`src/rtl/pipe_pkg.sv`:
```
// Shared encodings for the MEM->WB pipeline slice: write-back select codes,
// the hard-wired zero register index and the elastic stage occupancy states.
package pipe_pkg;

  localparam int unsigned SEL_ALU  = 0;
  localparam int unsigned SEL_MEM  = 1;
  localparam int unsigned REG_ZERO = 0;

  typedef enum logic [1:0] {
    ST_EMPTY = 2'd0,
    ST_ONE   = 2'd1,
    ST_FULL  = 2'd2
  } stage_state_e;

endpackage

```
`src/rtl/skid_buf.sv`:
```
// Generic two-entry elastic register: a main slot driving the outputs plus a skid
// slot that absorbs one beat of back-pressure so in_ready_o comes straight from a flop.
module skid_buf
  import pipe_pkg::*;
#(
  parameter int unsigned WIDTH = 8
) (
  input  logic             clk_i,
  input  logic             rst_ni,
  input  logic             flush_i,
  input  logic             in_valid_i,
  output logic             in_ready_o,
  input  logic [WIDTH-1:0] in_data_i,
  output logic             out_valid_o,
  input  logic             out_ready_i,
  output logic [WIDTH-1:0] out_data_o
);

  logic [WIDTH-1:0] main_q, main_d;
  logic [WIDTH-1:0] skid_q, skid_d;
  logic             main_valid_q, main_valid_d;
  logic             skid_valid_q, skid_valid_d;
  logic             in_fire, out_fire;
  stage_state_e     state;

  assign in_ready_o  = ~skid_valid_q;
  assign out_valid_o = main_valid_q;
  assign out_data_o  = main_q;
  assign in_fire     = in_valid_i & in_ready_o;
  assign out_fire    = main_valid_q & out_ready_i;

  always_comb begin
    if (skid_valid_q) begin
      state = ST_FULL;
    end else if (main_valid_q) begin
      state = ST_ONE;
    end else begin
      state = ST_EMPTY;
    end
  end

  always_comb begin
    main_d       = main_q;
    skid_d       = skid_q;
    main_valid_d = main_valid_q;
    skid_valid_d = skid_valid_q;
    // Flush only clears occupancy; payload may stay stale behind a cleared valid.
    if (flush_i) begin
      main_valid_d = 1'b0;
      skid_valid_d = 1'b0;
    end else begin
      unique case (state)
        ST_EMPTY: begin
          if (in_fire) begin
            main_d       = in_data_i;
            main_valid_d = 1'b1;
          end
        end
        ST_ONE: begin
          if (in_fire && out_fire) begin
            main_d = in_data_i;
          end else if (in_fire) begin
            skid_d       = in_data_i;
            skid_valid_d = 1'b1;
          end else if (out_fire) begin
            main_valid_d = 1'b0;
          end
        end
        ST_FULL: begin
          if (out_fire) begin
            main_d       = skid_q;
            skid_valid_d = 1'b0;
          end
        end
        default: begin
          main_valid_d = 1'b0;
          skid_valid_d = 1'b0;
        end
      endcase
    end
  end

  always_ff @(posedge clk_i or negedge rst_ni) begin
    if (!rst_ni) begin
      main_q       <= '0;
      skid_q       <= '0;
      main_valid_q <= 1'b0;
      skid_valid_q <= 1'b0;
    end else begin
      main_q       <= main_d;
      skid_q       <= skid_d;
      main_valid_q <= main_valid_d;
      skid_valid_q <= skid_valid_d;
    end
  end

endmodule

```
`src/rtl/mem_wb_stage.sv`:
```
// Elastic MEM->WB pipeline stage: packs the write-back payload into a skid buffer and
// derives the valid-qualified RegWrite and the forwarding tap for the hazard unit.
module mem_wb_stage
  import pipe_pkg::*;
#(
  parameter int unsigned DATA_W = 32,
  parameter int unsigned ADDR_W = 5,
  parameter int unsigned SEL_W  = 2
) (
  input  logic              clk,
  input  logic              reset,
  input  logic              flush,
  input  logic              in_valid,
  output logic              in_ready,
  input  logic [DATA_W-1:0] in_alu,
  input  logic [DATA_W-1:0] in_mem,
  input  logic [ADDR_W-1:0] in_waddr,
  input  logic [SEL_W-1:0]  in_sel,
  input  logic              in_wen,
  output logic              out_valid,
  input  logic              out_ready,
  output logic [DATA_W-1:0] out_alu,
  output logic [DATA_W-1:0] out_mem,
  output logic [ADDR_W-1:0] out_waddr,
  output logic [SEL_W-1:0]  out_sel,
  output logic              out_wen,
  output logic              fwd_wen,
  output logic [ADDR_W-1:0] fwd_addr,
  output logic [DATA_W-1:0] fwd_data
);

  localparam int unsigned PayW = 2 * DATA_W + ADDR_W + SEL_W + 1;

  logic [PayW-1:0] pay_in, pay_out;
  logic            held_wen;

  assign pay_in = {in_alu, in_mem, in_waddr, in_sel, in_wen};

  skid_buf #(
    .WIDTH (PayW)
  ) u_skid_buf (
    .clk_i       (clk),
    .rst_ni      (reset),
    .flush_i     (flush),
    .in_valid_i  (in_valid),
    .in_ready_o  (in_ready),
    .in_data_i   (pay_in),
    .out_valid_o (out_valid),
    .out_ready_i (out_ready),
    .out_data_o  (pay_out)
  );

  assign {out_alu, out_mem, out_waddr, out_sel, held_wen} = pay_out;

  // RegWrite must never leak from a stale or flushed payload.
  assign out_wen  = out_valid & held_wen;
  assign fwd_wen  = out_wen & (out_waddr != ADDR_W'(REG_ZERO));
  assign fwd_addr = out_waddr;
  assign fwd_data = (out_sel == SEL_W'(SEL_ALU)) ? out_alu : out_mem;

endmodule

```
`config.mk`:
```
export PLATFORM = sky130hd
export DESIGN_NAME = mem_wb_stage
export DESIGN_NICKNAME = d
export VERILOG_FILES = /design/src/rtl/pipe_pkg.sv /design/src/rtl/skid_buf.sv /design/src/rtl/mem_wb_stage.sv
export SDC_FILE = /design/constraint.sdc
export NUM_CORES = 1
export LEC_CHECK = 0
export ABC_AREA = 0
export BUFFER_PORTS_ARGS = -buffer_cell sky130_fd_sc_hd__buf_2
export CORE_UTILIZATION = 31
export CTS_CLUSTER_SIZE = 25
export DETAILED_ROUTE_END_ITERATION = 8
export PLACE_DENSITY_LB_ADDON = 0.2
export SLEW_MARGIN = 40
export SYNTH_ARGS = -nofsm -noshare
export SYNTH_HDL_FRONTEND = slang
export SYNTH_SLANG_ARGS = --single-unit
export TNS_END_PERCENT = 10
```
`constraint.sdc`:
```
create_clock -name clk -period 1.9 [get_ports clk]
set_input_delay 0.19 -clock clk [delete_from_list [all_inputs] [get_ports clk]]
set_output_delay 0.19 -clock clk [all_outputs]
set_load 0.01 [all_outputs]
```
==> qor.yml <==
cells_and_area:
  nNetsFinal: 721
  drive_above_1_share: 0.7367
  fillers: 2225
  regArea_um2: 3657
  diodes: 0
  multiInputGateArea_um2: 2983
  final_util: 0.3937
  design_area_um2: 8995
  final_cells: 970
  synthToLayoutAreaGrowth_pct: 23.56
floorplanning:
  dieArea_um2: 24100
  start_util: 0.3186
  ios: 189
  core_um2: 22850
  die_x_um: 155.2
  die_h_um: 155.2
  num_rows: 55
placed_design:
  globalplace.congestion: 0.6846
  io_buffers: 188
  dp_hpwl_um: 10360
  placed_cells: 929
  postPlaceCellArea_um2: 8145
drt:
  wl_per_cell_um: 15.75
  ant_nets: 0
  vias: 4331
  drc_errors: 0
  vias_per_cell: 4.465
  finalWirelength_um: 15280
  dr.pass1.iters: 4
  drt_iter0_drc: 140
synthesis:
  ys_ff_latch: 146
  synth_area_leader_cell: "dfrtp_1"
  yosysUniqueCellTypes: 21
  ys_top_cells_by_area: "dfrtp_1 (50%), mux2_2 (37%), buf_4 (7.8%)"
  syn_area_um2: 7279
  ys_warn_count: 0
  ys.flop_type: "dfrtp_1"
  synth_edf_count: 0
  post-synth-top-area-fraction: 0.5019
  syn_avg_cell_area_um2: 14.19
  syn_inst: 513
  synth_nets: 590
  ys_seq_area_frac: 0.5019
  async_flop_share: 1.000
clock_network:
  cts_tree: "done"
  path_clk_slew_ns: 0.06
  cts_sinks: 146
  clockRootBuffer: "clkbuf_16"
  cts_buffers: 17
  h-tree-depth: 4
  clockBufferDepth: 2
  clk_latency_ns: 0.41
timing:
  rsz0062_at_grt: "true"
  timing_hold_violations_final: 0
  setup_violations: 0
  clock_skew_ns: 0.01008
  tightest_slew_ns: 0.4024
  period_share: 0.9865
  relSlewSlack: 0.7317
  period_needed_ns: 1.874
  finalMaxSlewViolations: 0
  max_clock_freq_ghz: 0.5335
worst_setup_path:
  critical_path_class: "flop to output port"
  crit_family: "flip-flops"
  cp_data_required_time_ns: 1.71
  cp_slowest_cell: "dfrtp_1"
  crit_arrival_ns: 1.68
  crit_start: "u_skid_buf.out_data_o[1]$_DFFE_PN0P_"
  end_kind: "output port"
  worstSetupStartpointType: "flop"
  r2r_start: "u_skid_buf.skid_valid_q$_DFFE_PN0P_"
  crit_chain: "nor2_4, buf_12, mux2_2, buf_2"
  critPathMaxFanout: 17
  worst-path-buf-inv: 2
  crit_path_max_incr_delay_ns: 0.41
status:
  status: "completed"
global_route:
  grt.overflow.total: 0
  track_usage: 0.1307
  antenna_found_initial: 1
  grt_pass1_wl_um: 24350
  grt_pass1_vias: 4581
  grt_max_degree: 52
power_and_ir_drop:
  p_per_area_nw_per_um2: 1202
  irDropWorstVdd_uv: 490.3
  p_leak_uw: 0.004101
run:
  maxCapViolations: 0
min_path:
  hp-start: "in_mem[24]"
  hp-class: "primary input to flop"
through the flow:
stage               setup TNS [ns]  hold WS, ns  worst slack, ns  total power [µW]
CTS                        -0.3633    0.0003323         -0.02253             10780
floorplan                  -0.9628      -0.1056         -0.01603              6576
detailed placement               0       0.1352          0.03724              7209
finish                           0      0.02576          0.02556             10810
global placement                 0       0.1355          0.04957              7102
global route               -0.9663     0.003314         -0.06030             11450
worst reg2reg max path: cells and delay by family (launching register included):
family          cells  cell delay [ns]
flops               1             0.47
buf+inv             2             0.40
mux                 1             0.37
compound gates      1             0.34
simple gates        1             0.13
where the power goes:
group          internal, µW  leakage, µW  total [µW]  switching, µW
Combinational          1760      0.00206        2980           1210
Clock                  2110     0.000283        3430           1320
Sequential             3920      0.00176        4410            492
Total                  7790      0.00410       10800           3030
Yosys cell counts, types with 2 or more instances:
cell      instances
nor2_1            2
inv_1             2
a21oi_1           2
mux2_2          242
buf_4            76
dfrtp_1         146
clkbuf_1         18
buf_6             7
mux2_1            6
routing by layer:
metal	vias up	share of wire	global-route usage
met3	12	0.054	0.03983
met5	-	0.0011	0
met4	2	0.010	0.03828
met2	117	0.50	0.2205
met1	2195	0.44	0.1608
li1	2005	-	-
registers in the layout (all words and copies together) (netlist names):
signal and count:
u_skid_buf.out_valid_o 1, u_skid_buf.out_data_o 72, u_skid_buf.skid_valid_q 1, u_skid_buf.skid_q 72
worst paths after layout:
check                      slack, ns  cells past startpoint                                     to
min                             0.03                      2      u_skid_buf.skid_q[32]$_DFFE_PN0P_
max                             0.03                      4                           fwd_data[30]
max reg2reg                     0.08                      5  u_skid_buf.out_data_o[21]$_DFFE_PN0P_
min in group asynchronous       0.26                      2       u_skid_buf.skid_q[5]$_DFFE_PN0P_
min reg2reg                     0.50                      1      u_skid_buf.skid_q[24]$_DFFE_PN0P_
max in group asynchronous       1.02                      3      u_skid_buf.skid_q[21]$_DFFE_PN0P_
kinds of logic (layout without fill, tap and decap cells):
logic type,count (synthesis),after routing,share of synthesized area
flops,146,146,0.5019
buf+inv,105,249,0.1009
simple gates,8,8,0.005672
mux,248,248,0.3836
compound gates,6,6,0.007907
area by class of cell:
type,count,area share
Tap cell,313,0.04354
Clock buffer,20,0.04966
Multi-Input combinational cell,262,0.3316
Timing Repair Buffer,215,0.1504
Sequential cell,146,0.4066
Inverter,2,0.0008346
Clock inverter,12,0.01739
repair_timing:
| action | in CTS | in global routing |
|---|---|---|
| gates resized for setup | 5 | 30 |
| hold buffers | 8 | 0 |
| pin swaps | 0 | 2 |
| buffers inserted | 0 | 1 |
| hold endpoints to repair | 42 | 0 |
| setup endpoints to repair | 32 | 49 |
placed cells by master, fill, tap and decap left out:
master,Yosys,final
mux2_2,242,225
buf_2,1,177
dfrtp_1,146,145
mux2_4,0,17
clkbuf_16,0,17
buf_6,7,13
buf_12,0,9
dlygate4sd3_1,0,8
buf_4,76,8
mux2_1,6,6
clkinvlp_4,0,4
bufinv_16,0,3
inv_1,2,2
a21oi_1,2,2
inv_6,0,2
clkbuf_1,18,2
clkinv_2,0,2
nor2_4,0,1
and2_1,1,1
or4_1,1,1
o21a_1,1,1
nor2b_4,0,1
nor2_1,2,1
a2111oi_4,1,1
nor3_1,1,1
nand3_4,0,1
o21ai_0,1,1
nand2_1,1,1
a211oi_1,1,1
clkbuf_8,0,1
clkinv_4,0,1
dfrtp_4,0,1
Note: power is estimated with default switching activity, not from simulation.
